**src/rtl/fifo_wptr_full_if.sv**
```systemverilog
// Write-side bus of the async FIFO pointer block: producer requests,
// synchronized read pointer in, memory controls and status flags out.
//
// Handshake: a write is taken on a rising clk edge when winc=1 and the
// registered wfull=0. wclken is the combinational acknowledge for the memory
// in that same cycle. With winc=1 and wfull=1 the write is dropped and wovf
// is set. There is no back-pressure beyond wfull.
interface fifo_wptr_full_if #(
  parameter int ASIZE = 7
) ();
  logic             winc;
  logic [ASIZE:0]   wq2_rptr;
  logic             wovf_clr;
  logic [ASIZE-1:0] waddr;
  logic             wclken;
  logic [ASIZE:0]   wptr;
  logic             wfull;
  logic             walmost_full;
  logic [ASIZE:0]   wlevel;
  logic             wovf;

  // Producer side: drives requests and the synchronized read pointer.
  modport master (
    output winc, wq2_rptr, wovf_clr,
    input  waddr, wclken, wptr, wfull, walmost_full, wlevel, wovf
  );

  // Pointer block side.
  modport slave (
    input  winc, wq2_rptr, wovf_clr,
    output waddr, wclken, wptr, wfull, walmost_full, wlevel, wovf
  );
endinterface

```
**src/rtl/fifo_wptr_full.sv**
```systemverilog
// Write-domain pointer and flag generator for the async CDC FIFO.
// Keeps a binary write pointer with a wrap bit and exports its Gray form to
// the read domain. It registers full, almost-full and occupancy, computed
// against a read pointer that is already synchronized into this domain.
module fifo_wptr_full #(
  parameter int ASIZE     = 7,
  parameter int AF_THRESH = 120
) (
  input  logic               clk,
  input  logic               rst,
  fifo_wptr_full_if.slave    bus
);

  localparam int PW = ASIZE + 1;
  localparam logic [ASIZE:0] AF_LVL = PW'(AF_THRESH);

  logic [ASIZE:0] wbin;
  logic [ASIZE:0] wbinnext;
  logic [ASIZE:0] wgraynext;
  logic [ASIZE:0] rbin;
  logic [ASIZE:0] rptr_full_cmp;
  logic [ASIZE:0] lvl_next;
  logic           wclken;
  logic           full_next;
  logic           af_next;
  logic           ovf_next;

  // Accept a write only when not full. While reset is held, nothing is
  // accepted, even though the flags are already clear.
  assign wclken = bus.winc & ~bus.wfull & rst;

  // Next binary/Gray pointer. The wrap bit overflows naturally.
  always_comb begin
    wbinnext  = wbin + PW'(wclken);
    wgraynext = (wbinnext >> 1) ^ wbinnext;
  end

  // Gray-to-binary of the synchronized read pointer: bit i is the XOR of
  // all Gray bits from i up to the MSB.
  always_comb begin
    rbin = '0;
    for (int i = 0; i <= ASIZE; i++) begin
      rbin[i] = ^(bus.wq2_rptr >> i);
    end
  end

  // Full when the next write pointer equals the read pointer with the two
  // Gray MSBs inverted, i.e. exactly one lap ahead.
  always_comb begin
    rptr_full_cmp = {~bus.wq2_rptr[ASIZE:ASIZE-1], bus.wq2_rptr[ASIZE-2:0]};
    full_next     = (wgraynext == rptr_full_cmp);
    lvl_next      = wbinnext - rbin;
    af_next       = (lvl_next >= AF_LVL);
  end

  // Sticky overflow: a dropped write sets it, and setting wins over clearing.
  always_comb begin
    ovf_next = bus.wovf;
    if (bus.winc && bus.wfull && rst) begin
      ovf_next = 1'b1;
    end else if (bus.wovf_clr) begin
      ovf_next = 1'b0;
    end
  end

  // Pointer and flag registers, all cleared to "empty" by the async reset.
  always_ff @(posedge clk or negedge rst) begin
    if (!rst) begin
      wbin             <= '0;
      bus.wptr         <= '0;
      bus.wfull        <= 1'b0;
      bus.walmost_full <= 1'b0;
      bus.wlevel       <= '0;
      bus.wovf         <= 1'b0;
    end else begin
      wbin             <= wbinnext;
      bus.wptr         <= wgraynext;
      bus.wfull        <= full_next;
      bus.walmost_full <= af_next;
      bus.wlevel       <= lvl_next;
      bus.wovf         <= ovf_next;
    end
  end

  // Memory-side outputs. The write lands at the pre-increment address.
  always_comb begin
    bus.waddr  = wbin[ASIZE-1:0];
    bus.wclken = wclken;
  end

endmodule

```
**src/flat_wrapper.sv**
```systemverilog
// flat-port wrapper written by rule: the top's interface ports become plain ports
module fifo_wptr_full_flat 
#(
  parameter int ASIZE     = 7,
  parameter int AF_THRESH = 120
)
  (clk, rst, bus_winc, bus_wq2_rptr, bus_wovf_clr, bus_waddr, bus_wclken, bus_wptr, bus_wfull, bus_walmost_full, bus_wlevel, bus_wovf);
  fifo_wptr_full_if #(.ASIZE(ASIZE)) bus_i ();
  input  logic clk;
  input  logic rst;
  input wire logic [$bits(bus_i.winc)-1:0] bus_winc;
  input wire logic [$bits(bus_i.wq2_rptr)-1:0] bus_wq2_rptr;
  input wire logic [$bits(bus_i.wovf_clr)-1:0] bus_wovf_clr;
  output wire logic [$bits(bus_i.waddr)-1:0] bus_waddr;
  output wire logic [$bits(bus_i.wclken)-1:0] bus_wclken;
  output wire logic [$bits(bus_i.wptr)-1:0] bus_wptr;
  output wire logic [$bits(bus_i.wfull)-1:0] bus_wfull;
  output wire logic [$bits(bus_i.walmost_full)-1:0] bus_walmost_full;
  output wire logic [$bits(bus_i.wlevel)-1:0] bus_wlevel;
  output wire logic [$bits(bus_i.wovf)-1:0] bus_wovf;
  assign bus_i.winc = bus_winc;
  assign bus_i.wq2_rptr = bus_wq2_rptr;
  assign bus_i.wovf_clr = bus_wovf_clr;
  assign bus_waddr = bus_i.waddr;
  assign bus_wclken = bus_i.wclken;
  assign bus_wptr = bus_i.wptr;
  assign bus_wfull = bus_i.wfull;
  assign bus_walmost_full = bus_i.walmost_full;
  assign bus_wlevel = bus_i.wlevel;
  assign bus_wovf = bus_i.wovf;
  fifo_wptr_full #(.ASIZE(ASIZE), .AF_THRESH(AF_THRESH)) u_core (.clk(clk), .rst(rst), .bus(bus_i));
endmodule
```
**config.mk**
```make
export PLATFORM = sky130hd
export DESIGN_NAME = fifo_wptr_full_flat
export DESIGN_NICKNAME = d
export VERILOG_FILES = /design/src/rtl/fifo_wptr_full_if.sv /design/src/rtl/fifo_wptr_full.sv /design/src/flat_wrapper.sv
export SDC_FILE = /design/constraint.sdc
export NUM_CORES = 1
export LEC_CHECK = 0
export BUFFER_PORTS_ARGS = -buffer_cell sky130_fd_sc_hd__buf_2
export CORE_ASPECT_RATIO = 1.1
export CORE_MARGIN = 5
export CORE_UTILIZATION = 45
export CTS_BUF_LIST = sky130_fd_sc_hd__clkbuf_16
export DETAILED_ROUTE_END_ITERATION = 16
export GPL_ROUTABILITY_DRIVEN = 0
export GPL_TIMING_DRIVEN = 0
export MAX_ROUTING_LAYER = met4
export PLACE_DENSITY = 0.72
export SLEW_MARGIN = 10
export SYNTH_ARGS = -nofsm -noshare
export SYNTH_HDL_FRONTEND = slang
export SYNTH_SLANG_ARGS = --single-unit
```
**constraint.sdc**
```tcl
create_clock -name clk -period 2.9 [get_ports clk]
set_input_delay 0.29 -clock clk [delete_from_list [all_inputs] [get_ports clk]]
set_output_delay 0.29 -clock clk [all_outputs]
set_load 0.05 [all_outputs]
```
# Word level (Yosys, flattened, before mapping)
# Index checks and enable logic that the tools add are counted.
[op_classes] n_addsub=2 n_lt_le_gt_ge=1 eq_ne=1 n_mux=2 bitwise=5 reduce_logical=11
[op_table] cell="8-bit XOR reduction" n=8
[op_table] cell="8-bit by 1-bit adder with 8-bit output" n=1
[op_table] cell="8-bit == test" n=1
[op_table] cell="8-bit by 7-bit >= comparator with 1-bit output, second input constant" n=1
[op_table] cell="8-bit subtractor" n=1
[op_table] cell="7-bit by 8-bit bitwise XOR with 8-bit output" n=1
[op_table] cell="1-bit AND" n=2
[op_table] cell="1-bit logical AND" n=2
[op_table] cell="1-bit 2-to-1 mux" n=2
[op_table] cell="2-bit NOT" n=1
[op_table] cell="2-bit nonzero test" n=1
[op_table] cell="1-bit NOT" n=1
[word_totals] reg_bits=27 in_bits=12 out_inout_bits=27 word_cells=28

# Logic depth before layout (Yosys ltp)
# Gate-level depths: netlist of run 1.
[depth] depth_word=6 ltp_mapped=14 depth_no_buf=14

# Worst setup path after synthesis of run 1
# OpenSTA, ideal clock, no wires.
[synth_path] path_type="register -> register" start="register u_core.bus.wfull" end="register u_core.bus.walmost_full" setup_ns=0.120 t_arrival_ns=3.599 slack_ns=-0.819 path_stages_with_launch=14 path_buffers=0 synth_period_minus_slack_ns=3.719 path_cell_list="dfrtp_1 > nor2_1 > ha_1 > nand3_1 > xor2_1 > inv_1 > ha_1 > and2_1 > o221ai_1 > o311ai_1 > a211oi_2 > o21ai_1 > xor2_1 > a41o_1"
[synth_between] elab_chain_cells=6
[synth_lines] item="start, declared" line="fifo_wptr_full_if.sv:31" rtl="output waddr, wclken, wptr, wfull, walmost_full, wlevel, wovf"
[synth_lines] item="start signal, assigned" line="fifo_wptr_full.sv:78" rtl="bus.wfull <= full_next;"
[synth_lines] item="1-bit NOT" line="fifo_wptr_full.sv:30" rtl="assign wclken = bus.winc & ~bus.wfull & rst;"
[synth_lines] item="1-bit AND (2 in series)" line="fifo_wptr_full.sv:30"
[synth_lines] item="via bus_wclken" line="flat_wrapper.sv:15" rtl="output wire logic [$bits(bus_i.wclken)-1:0] bus_wclken;"
[synth_lines] item="8-bit by 1-bit adder with 8-bit output" line="fifo_wptr_full.sv:34" rtl="wbinnext = wbin + PW'(wclken);"
[synth_lines] item="via u_core.wbinnext[3]" line="fifo_wptr_full.sv:18" rtl="logic [ASIZE:0] wbinnext;"
[synth_lines] item="8-bit subtractor" line="fifo_wptr_full.sv:52" rtl="lvl_next = wbinnext - rbin;"
[synth_lines] item="via u_core.lvl_next[7]" line="fifo_wptr_full.sv:22" rtl="logic [ASIZE:0] lvl_next;"
[synth_lines] item="8-bit by 7-bit >= comparator with 1-bit output" line="fifo_wptr_full.sv:53" rtl="af_next = (lvl_next >= AF_LVL);"
[synth_lines] item="via u_core.af_next" line="fifo_wptr_full.sv:25" rtl="logic af_next;"
[synth_lines] item="end signal, assigned" line="fifo_wptr_full.sv:79" rtl="bus.walmost_full <= af_next;"
[synth_lines] item="end, declared" line="fifo_wptr_full_if.sv:31"
# The timed path passes the listed nets, and every way through them passes these cells.
# A chain may end at the register's enable or synchronous reset.

# Final worst setup path of run 1
[layout_path] start="register u_core.bus.wfull" end="register u_core.bus.walmost_full"
[layout_between] elab_chain_cells=6
[layout_lines] item="1-bit NOT" line="fifo_wptr_full.sv:30"
[layout_lines] item="1-bit AND (2 in series)" line="fifo_wptr_full.sv:30"
[layout_lines] item="8-bit by 1-bit adder with 8-bit output" line="fifo_wptr_full.sv:34"
[layout_lines] item="via u_core.wbinnext[5]" line="fifo_wptr_full.sv:18"
[layout_lines] item="8-bit subtractor" line="fifo_wptr_full.sv:52"
[layout_lines] item="via u_core.lvl_next[6]" line="fifo_wptr_full.sv:22"
[layout_lines] item="8-bit by 7-bit >= comparator with 1-bit output" line="fifo_wptr_full.sv:53"
[layout_lines] item="via u_core.af_next" line="fifo_wptr_full.sv:25"
# The timed path passes the listed nets, and every way through them passes these cells.

==> results.sh, run 1 <==
export IMPL_status="complete, no violations"
export IMPL_final_hold_viol_count=0
export IMPL_finalSetupViolations=0
export IMPL_ys_flop_type="dfrtp_1"
export IMPL_drive_gt1_share_pct=46.0
export IMPL_die_area_sq_mm=0.00461
export IMPL_final_common_cell="buf_2"
export IMPL_hp_class="input pin to register"
export IMPL_drv_cap=0
export IMPL_cts_buffer_depth=2
export IMPL_cp_end_kind="register"
export IMPL_antenna_found_initial=0
export IMPL_async_flop_share_pct=100
export IMPL_routedWlPerCell_microns=15.7
export IMPL_hpwl_microns=2470
export IMPL_ys_types=35
export IMPL_overflow=0
export IMPL_relSlewSlack_pct=69.9
export IMPL_clock_fmax_mhz=350
export IMPL_path_class="register to register"
export IMPL_area_delta_synth_final_pct=43.8
export IMPL_p_leak_nw=0.990
export IMPL_core_sq_mm=0.00328
export IMPL_worstPathArrival_ns=2.99
export IMPL_antenna_cells=0
export IMPL_gr_usage_all_layers_pct=15.5
export IMPL_synth_nets=153
export IMPL_start_util_pct=46.0
export IMPL_yosys_area_top_type_share_pct=43.2
export IMPL_clk_latency_ns=0.25
export IMPL_slew_viol_final=0
export IMPL_yosys_top_cells_area="dfrtp_1 (43%), xnor2_1 (13%), ha_1 (6.6%)"
export IMPL_finalCritPeriodShare_pct=98.4
export IMPL_io_buffers=38
export IMPL_viasPerCell=5.12
export IMPL_drtAntennaViolNets=0
export IMPL_core_rowCount=22
export IMPL_cts_max_level=1
export IMPL_synth_edf_count=0
export IMPL_finClkSkew_ns=0.00584
export IMPL_rsz0062_at_grt="true"
export IMPL_pwr_density_cell_mw_per_mm2=1220
export IMPL_pre_cts_ws_ns=-0.589
export IMPL_worst_slack_ns=0.0450
export IMPL_ff_latch_area_sq_um=652
export IMPL_firstDrtPassIters=4
export IMPL_die_h_microns=70.7
export IMPL_synth_seq_cells=26
export IMPL_ios=39
export IMPL_grt_pass1_vias=1144
export IMPL_worst_hold_slack_ns=0.238
export IMPL_ir_drop_v=0.000496
export IMPL_mostFrequentLayoutCells="buf_2 (35), dfrtp_1 (25), xnor2_1 (18)"
export IMPL_cts_tree="built"
export IMPL_die_width_microns=65.2
export IMPL_synth_seq_area_share_pct=43.2
export IMPL_synth_cells=132
export IMPL_synth_avg_cell_area_sq_um=11.4
export IMPL_tightestPinTransition_ns=0.451
export IMPL_yosysWarningCount=0
export IMPL_cts_num_sinks=26
export IMPL_clockRootBuffer="clkbuf_16"
export IMPL_drcViolationCount=0
export IMPL_cp_start_kind="register"
export IMPL_grt_max_degree=27
export IMPL_cts_buffers=3
export IMPL_grt_pass1_wl_microns=5570
export IMPL_synth_area_sq_mm=0.00151
export IMPL_multi_input_area_sq_mm=0.00103
export IMPL_nFillCells=246
export IMPL_synth_top_area_cell="dfrtp_1"
export IMPL_period_needed_ns=2.85
export IMPL_via_count=1141
export IMPL_drt_iter0_drc=51
export IMPL_clkTransAtPathRegs_ns=0.06
export IMPL_crit_path_max_fanout=5
export IMPL_fin_nets=209
export IMPL_wl_microns=3490
export IMPL_crit_required_ns=3.04
export IMPL_r2r_setup_slack_ns=0.05
==> area by class of cell <==
cell class / count / share of cell area [%]
Multi-Input combinational cell: 96 / 47.4
Sequential cell: 26 / 30.1
Timing Repair Buffer: 51 / 15.0
Clock buffer: 3 / 3.47
Tap cell: 36 / 2.08
Inverter: 10 / 1.73
Clock inverter: 1 / 0.173
==> Yosys cell counts, types with 2 or more instances <==
master / count
ha_1: 8
inv_1: 10
xor2_1: 11
dfrtp_1: 26
o311ai_1: 2
nand3_1: 9
o21ai_0: 3
xnor2_1: 22
or3_1: 3
nand2_1: 6
nor2b_1: 2
nor2_1: 7
==> per-stage QoR <==
| stage | power (W) | TNS [ns] | util [%] | std cells | instance area [sq um] |
|---|---|---|---|---|---|
| 2_1_floorplan | 0.00181 | -0.0683 | - | 132 | 1620 |
| 3_3_place_gp | 0.00208 | -1.52 | 56.7 | 206 | 1860 |
| 3_5_place_dp | 0.00212 | -2.15 | 56.7 | 206 | 1860 |
| 4_1_cts | 0.00247 | 0 | 61.0 | 214 | 2000 |
| 5_1_grt | 0.00281 | -0.106 | 66.1 | 223 | 2170 |
| 6_report | 0.00264 | 0 | 66.1 | 223 | 2170 |
==> per-layer routing <==
metal	global-route usage (%)	routed length (microns)	vias to the layer above	part of all wire [%]
met3	2.06	129	2	3.7
met5	-	0	-	0
met4	4.84	41	0	1.2
met1	19.5	1450	561	42
li1	-	-	556	-
met2	25.8	1870	22	54
==> worst max-delay path, cell delays in order (launching register included) <==
cell       delay (ns)
dfrtp_2          0.43
nor2_4           0.17
ha_4             0.20
nand2_1          0.08
nor2_2           0.17
xnor2_2          0.17
inv_1            0.14
ha_1             0.40
nor2_1           0.09
a2111oi_2        0.49
o311ai_4         0.17
a41o_1           0.22
==> flip-flops by register name (all words and copies together), names as in the netlist <==
signal,cells
u_core.bus.wptr,8
u_core.bus.wfull,1
u_core.bus.walmost_full,1
u_core.wbin,7
u_core.bus.wlevel,8
u_core.bus.wovf,1
==> timing repair <==
item,in CTS,in global routing
gates resized for setup,4,19
setup buffers,2,9
endpoints found under the hold margin,26,0
hold buffers,2,0
setup endpoints to repair,4,1
cloned,0,0
pin swaps,6,14
==> power by group <==
group / switching, W / internal, W
logic: 0.00108 / 0.000649
clock network: 0.000114 / 0.000184
registers: 0.000108 / 0.000507
==> cells by family after synthesis <==
logic type	after synthesis	share of synthesized area [%]
buffers and inverters	10	2.49
and+or+nand+nor	33	11.5
DFF	26	43.2
xor gates and xnor gates	38	26.4
adders and majority gates	10	8.72
AOI/OAI and AO/OA	15	7.72
==> worst paths after layout <==
kind / startpoint / endpoint / depth (start not counted)
max in group asynchronous: rst / u_core.bus.wfull / 3
hold reg to reg: u_core.bus.wovf / u_core.bus.wovf / 2
setup / recovery: u_core.bus.wfull / u_core.bus.walmost_full / 11
min in group asynchronous: rst / u_core.bus.wfull / 3
setup reg to reg: u_core.bus.wfull / u_core.bus.walmost_full / 11
hold / removal: bus_wovf_clr / u_core.bus.wovf / 2
Power figures use the tool's default switching activity.
==> inputs of run 2 (changes only) <==
--- a/config.mk
+++ b/config.mk
@@ -14,7 +14,7 @@
 export GPL_ROUTABILITY_DRIVEN = 0
 export GPL_TIMING_DRIVEN = 0
 export MAX_ROUTING_LAYER = met4
-export PLACE_DENSITY = 0.72
+export PLACE_DENSITY = 0.7
 export SLEW_MARGIN = 10
 export SYNTH_ARGS = -nofsm -noshare
 export SYNTH_HDL_FRONTEND = slang
==> constraint.sdc (replaced) <==
create_clock -name clk -period 3.5 [get_ports clk]
set_input_delay 0.35 -clock clk [delete_from_list [all_inputs] [get_ports clk]]
set_output_delay 0.35 -clock clk [all_outputs]
set_load 0.05 [all_outputs]
==> run 2 against run 1 <==
Net effect: the run now ends with negative hold slack left; highest routed layer unchanged; via count decreased by 7.5%; non-clock buffer count shrank 13; clock power shrank 18%; cell count is 6.3% lower; largest cell class unchanged; worst setup slack better by 0.27 ns; critical path depth grew 2; register-to-register slack gained 0.44 ns; sequential power is 20% lower; global-route usage shrank 0.87 points; die area is the same.
==> results.sh, run 2 (same netlist as run 1, synthesis figures left out) <==
export IMPL_die_h_microns=70.7
export IMPL_hp_class="input pin to asynchronous set/reset pin"
export IMPL_crit_slowest_cell="xnor3_2"
export IMPL_rsz0062_at_grt="false"
export IMPL_via_count=1055
export IMPL_worstPathArrival_ns=3.38
export IMPL_gr_usage_all_layers_pct=14.6
export IMPL_core_rowCount=22
export IMPL_routedWlPerCell_microns=14.3
export IMPL_final_hold_viol_count=3
export IMPL_reg_largest_list="u_core.bus.wlevel: 8 flops, u_core.bus.wptr: 8 flops, u_core.wbin: 7 flops"
export IMPL_area_delta_synth_final_pct=22.0
export IMPL_grt_pass1_wl_microns=5100
export IMPL_hpwl_microns=2380
export IMPL_p_leak_nw=0.893
export IMPL_drive_gt1_share_pct=31.2
export IMPL_antenna_found_initial=0
export IMPL_clock_fmax_mhz=314
export IMPL_status="complete, but fails checks"
export IMPL_final_common_cell="buf_2"
export IMPL_fin_cells=209
export IMPL_cp_common_cell="xnor2_1"
export IMPL_crit_chain="buf_2, xnor3_2, xnor2_2, xnor2_1, xnor2_1, ha_1, inv_1, fa_1, maj3_2, a21oi_2, nand3_1, o311ai_1, a41o_1"
export IMPL_overflow=0
export IMPL_cp_end_kind="register"
export IMPL_crit_required_ns=3.70
export IMPL_cts_max_level=1
export IMPL_fin_nets=196
export IMPL_cts_buffers=3
export IMPL_cts_num_sinks=26
export IMPL_viasPerCell=5.05
export IMPL_path_class="input pin to register"
export IMPL_utilization_pct=56.1
export IMPL_dpl_cell_count=206
export IMPL_worst_hold_slack_ns=-0.00299
export IMPL_clk_latency_ns=0.26
export IMPL_cts_tree="built"
export IMPL_holdBufCountCts=0
export IMPL_die_area_sq_mm=0.00461
export IMPL_critPathBufInv=2
export IMPL_drcViolationCount=0
export IMPL_firstDrtPassIters=4
export IMPL_drv_cap=0
export IMPL_io_buffers=38
export IMPL_relSlewSlack_pct=66.6
export IMPL_mostFrequentLayoutCells="buf_2 (37), dfrtp_1 (26), xnor2_1 (22)"
export IMPL_ir_drop_v=0.000428
export IMPL_period_needed_ns=3.18
export IMPL_finClkSkew_ns=0.00163
export IMPL_crit_path_max_fanout=5
export IMPL_clockRootBuffer="clkbuf_16"
export IMPL_ios=39
export IMPL_slew_viol_final=0
export IMPL_grt_pass1_vias=1111
export IMPL_tightestPinTransition_ns=0.497
export IMPL_drt_iter0_drc=35
export IMPL_die_width_microns=65.2
export IMPL_antenna_cells=0
export IMPL_max_stage_delay_ns=0.51
export IMPL_cts_resized=0
export IMPL_drtAntennaViolNets=0
export IMPL_finalCritPeriodShare_pct=91.0
export IMPL_crit_family="XOR/XNOR gates"
export IMPL_start_util_pct=46.0
export IMPL_core_sq_mm=0.00328
export IMPL_cp_start_kind="input pin"
export IMPL_violations="negative hold slack"
export IMPL_wl_microns=2990
export IMPL_post_cts_buffers=0
export IMPL_cts_buffer_depth=2
export IMPL_grt_max_degree=29
export IMPL_finalSetupViolations=0
export IMPL_pwr_density_cell_mw_per_mm2=1050
export IMPL_clkTransAtPathRegs_ns=0.06
run 2: power breakdown:
group          total (W)  switching (W)  internal, W
Combinational    0.00119       0.000810     0.000381
Sequential      0.000489      0.0000677     0.000421
Clock           0.000245      0.0000942     0.000151
Total            0.00192       0.000972     0.000953
run 2: through the flow:
stage	hold slack (ns)	area [sq um]	setup WS, ns	power [W]	setup TNS (ns)
5_1_grt	0.0219	1840	0.0433	0.00206	0
2_1_floorplan	0.0544	1510	0.0575	0.00143	0
6_report	-0.00299	1840	0.316	0.00192	0
4_1_cts	0.113	1820	0.0813	0.00193	0
3_5_place_dp	0.392	1740	-0.193	0.00168	-0.208
3_3_place_gp	0.376	1740	-0.0801	0.00165	-0.0801
run 2: final timing paths:
path	startpoint	endpoint	slack, ns	cells past startpoint
setup / recovery	bus_wq2_rptr[7]	u_core.bus.walmost_full	0.32	13
hold / removal	rst	u_core.bus.wfull	-0.003	1
setup reg to reg	u_core.bus.wfull	u_core.bus.walmost_full	0.49	13
hold reg to reg	u_core.bus.wovf	u_core.bus.wovf	0.53	2
max in group asynchronous	rst	u_core.bus.wptr[3]	3.24	1
min in group clk	bus_wovf_clr	u_core.bus.wovf	0.28	2
run 2: final cells by class:
| cell class | instances | area, sq um |
|---|---|---|
| fill | 293 | 1440 |
| clock buffer | 3 | 75.1 |
| sequential | 26 | 651 |
| multi-input combinational | 96 | 837 |
| inverter | 10 | 37.5 |
| tap | 36 | 45.0 |
| timing repair buffer | 38 | 193 |
run 2: per-layer routing:
metal  global-route usage (%)  wire, microns
met5                        -              0
met4                     6.91             63
met3                     2.38            156
met2                     25.4           1550
met1                     16.1           1230
run 2: worst reg2reg max path: cells and delay by family, from the launching register on:
family / cells / cell delay [ns]
and+or+nand+nor: 3 / 0.50
xor gates and xnor gates: 2 / 0.47
adders and majority gates: 2 / 0.62
buffers and inverters: 1 / 0.10
DFF: 1 / 0.40
AOI/OAI and AO/OA: 5 / 0.80
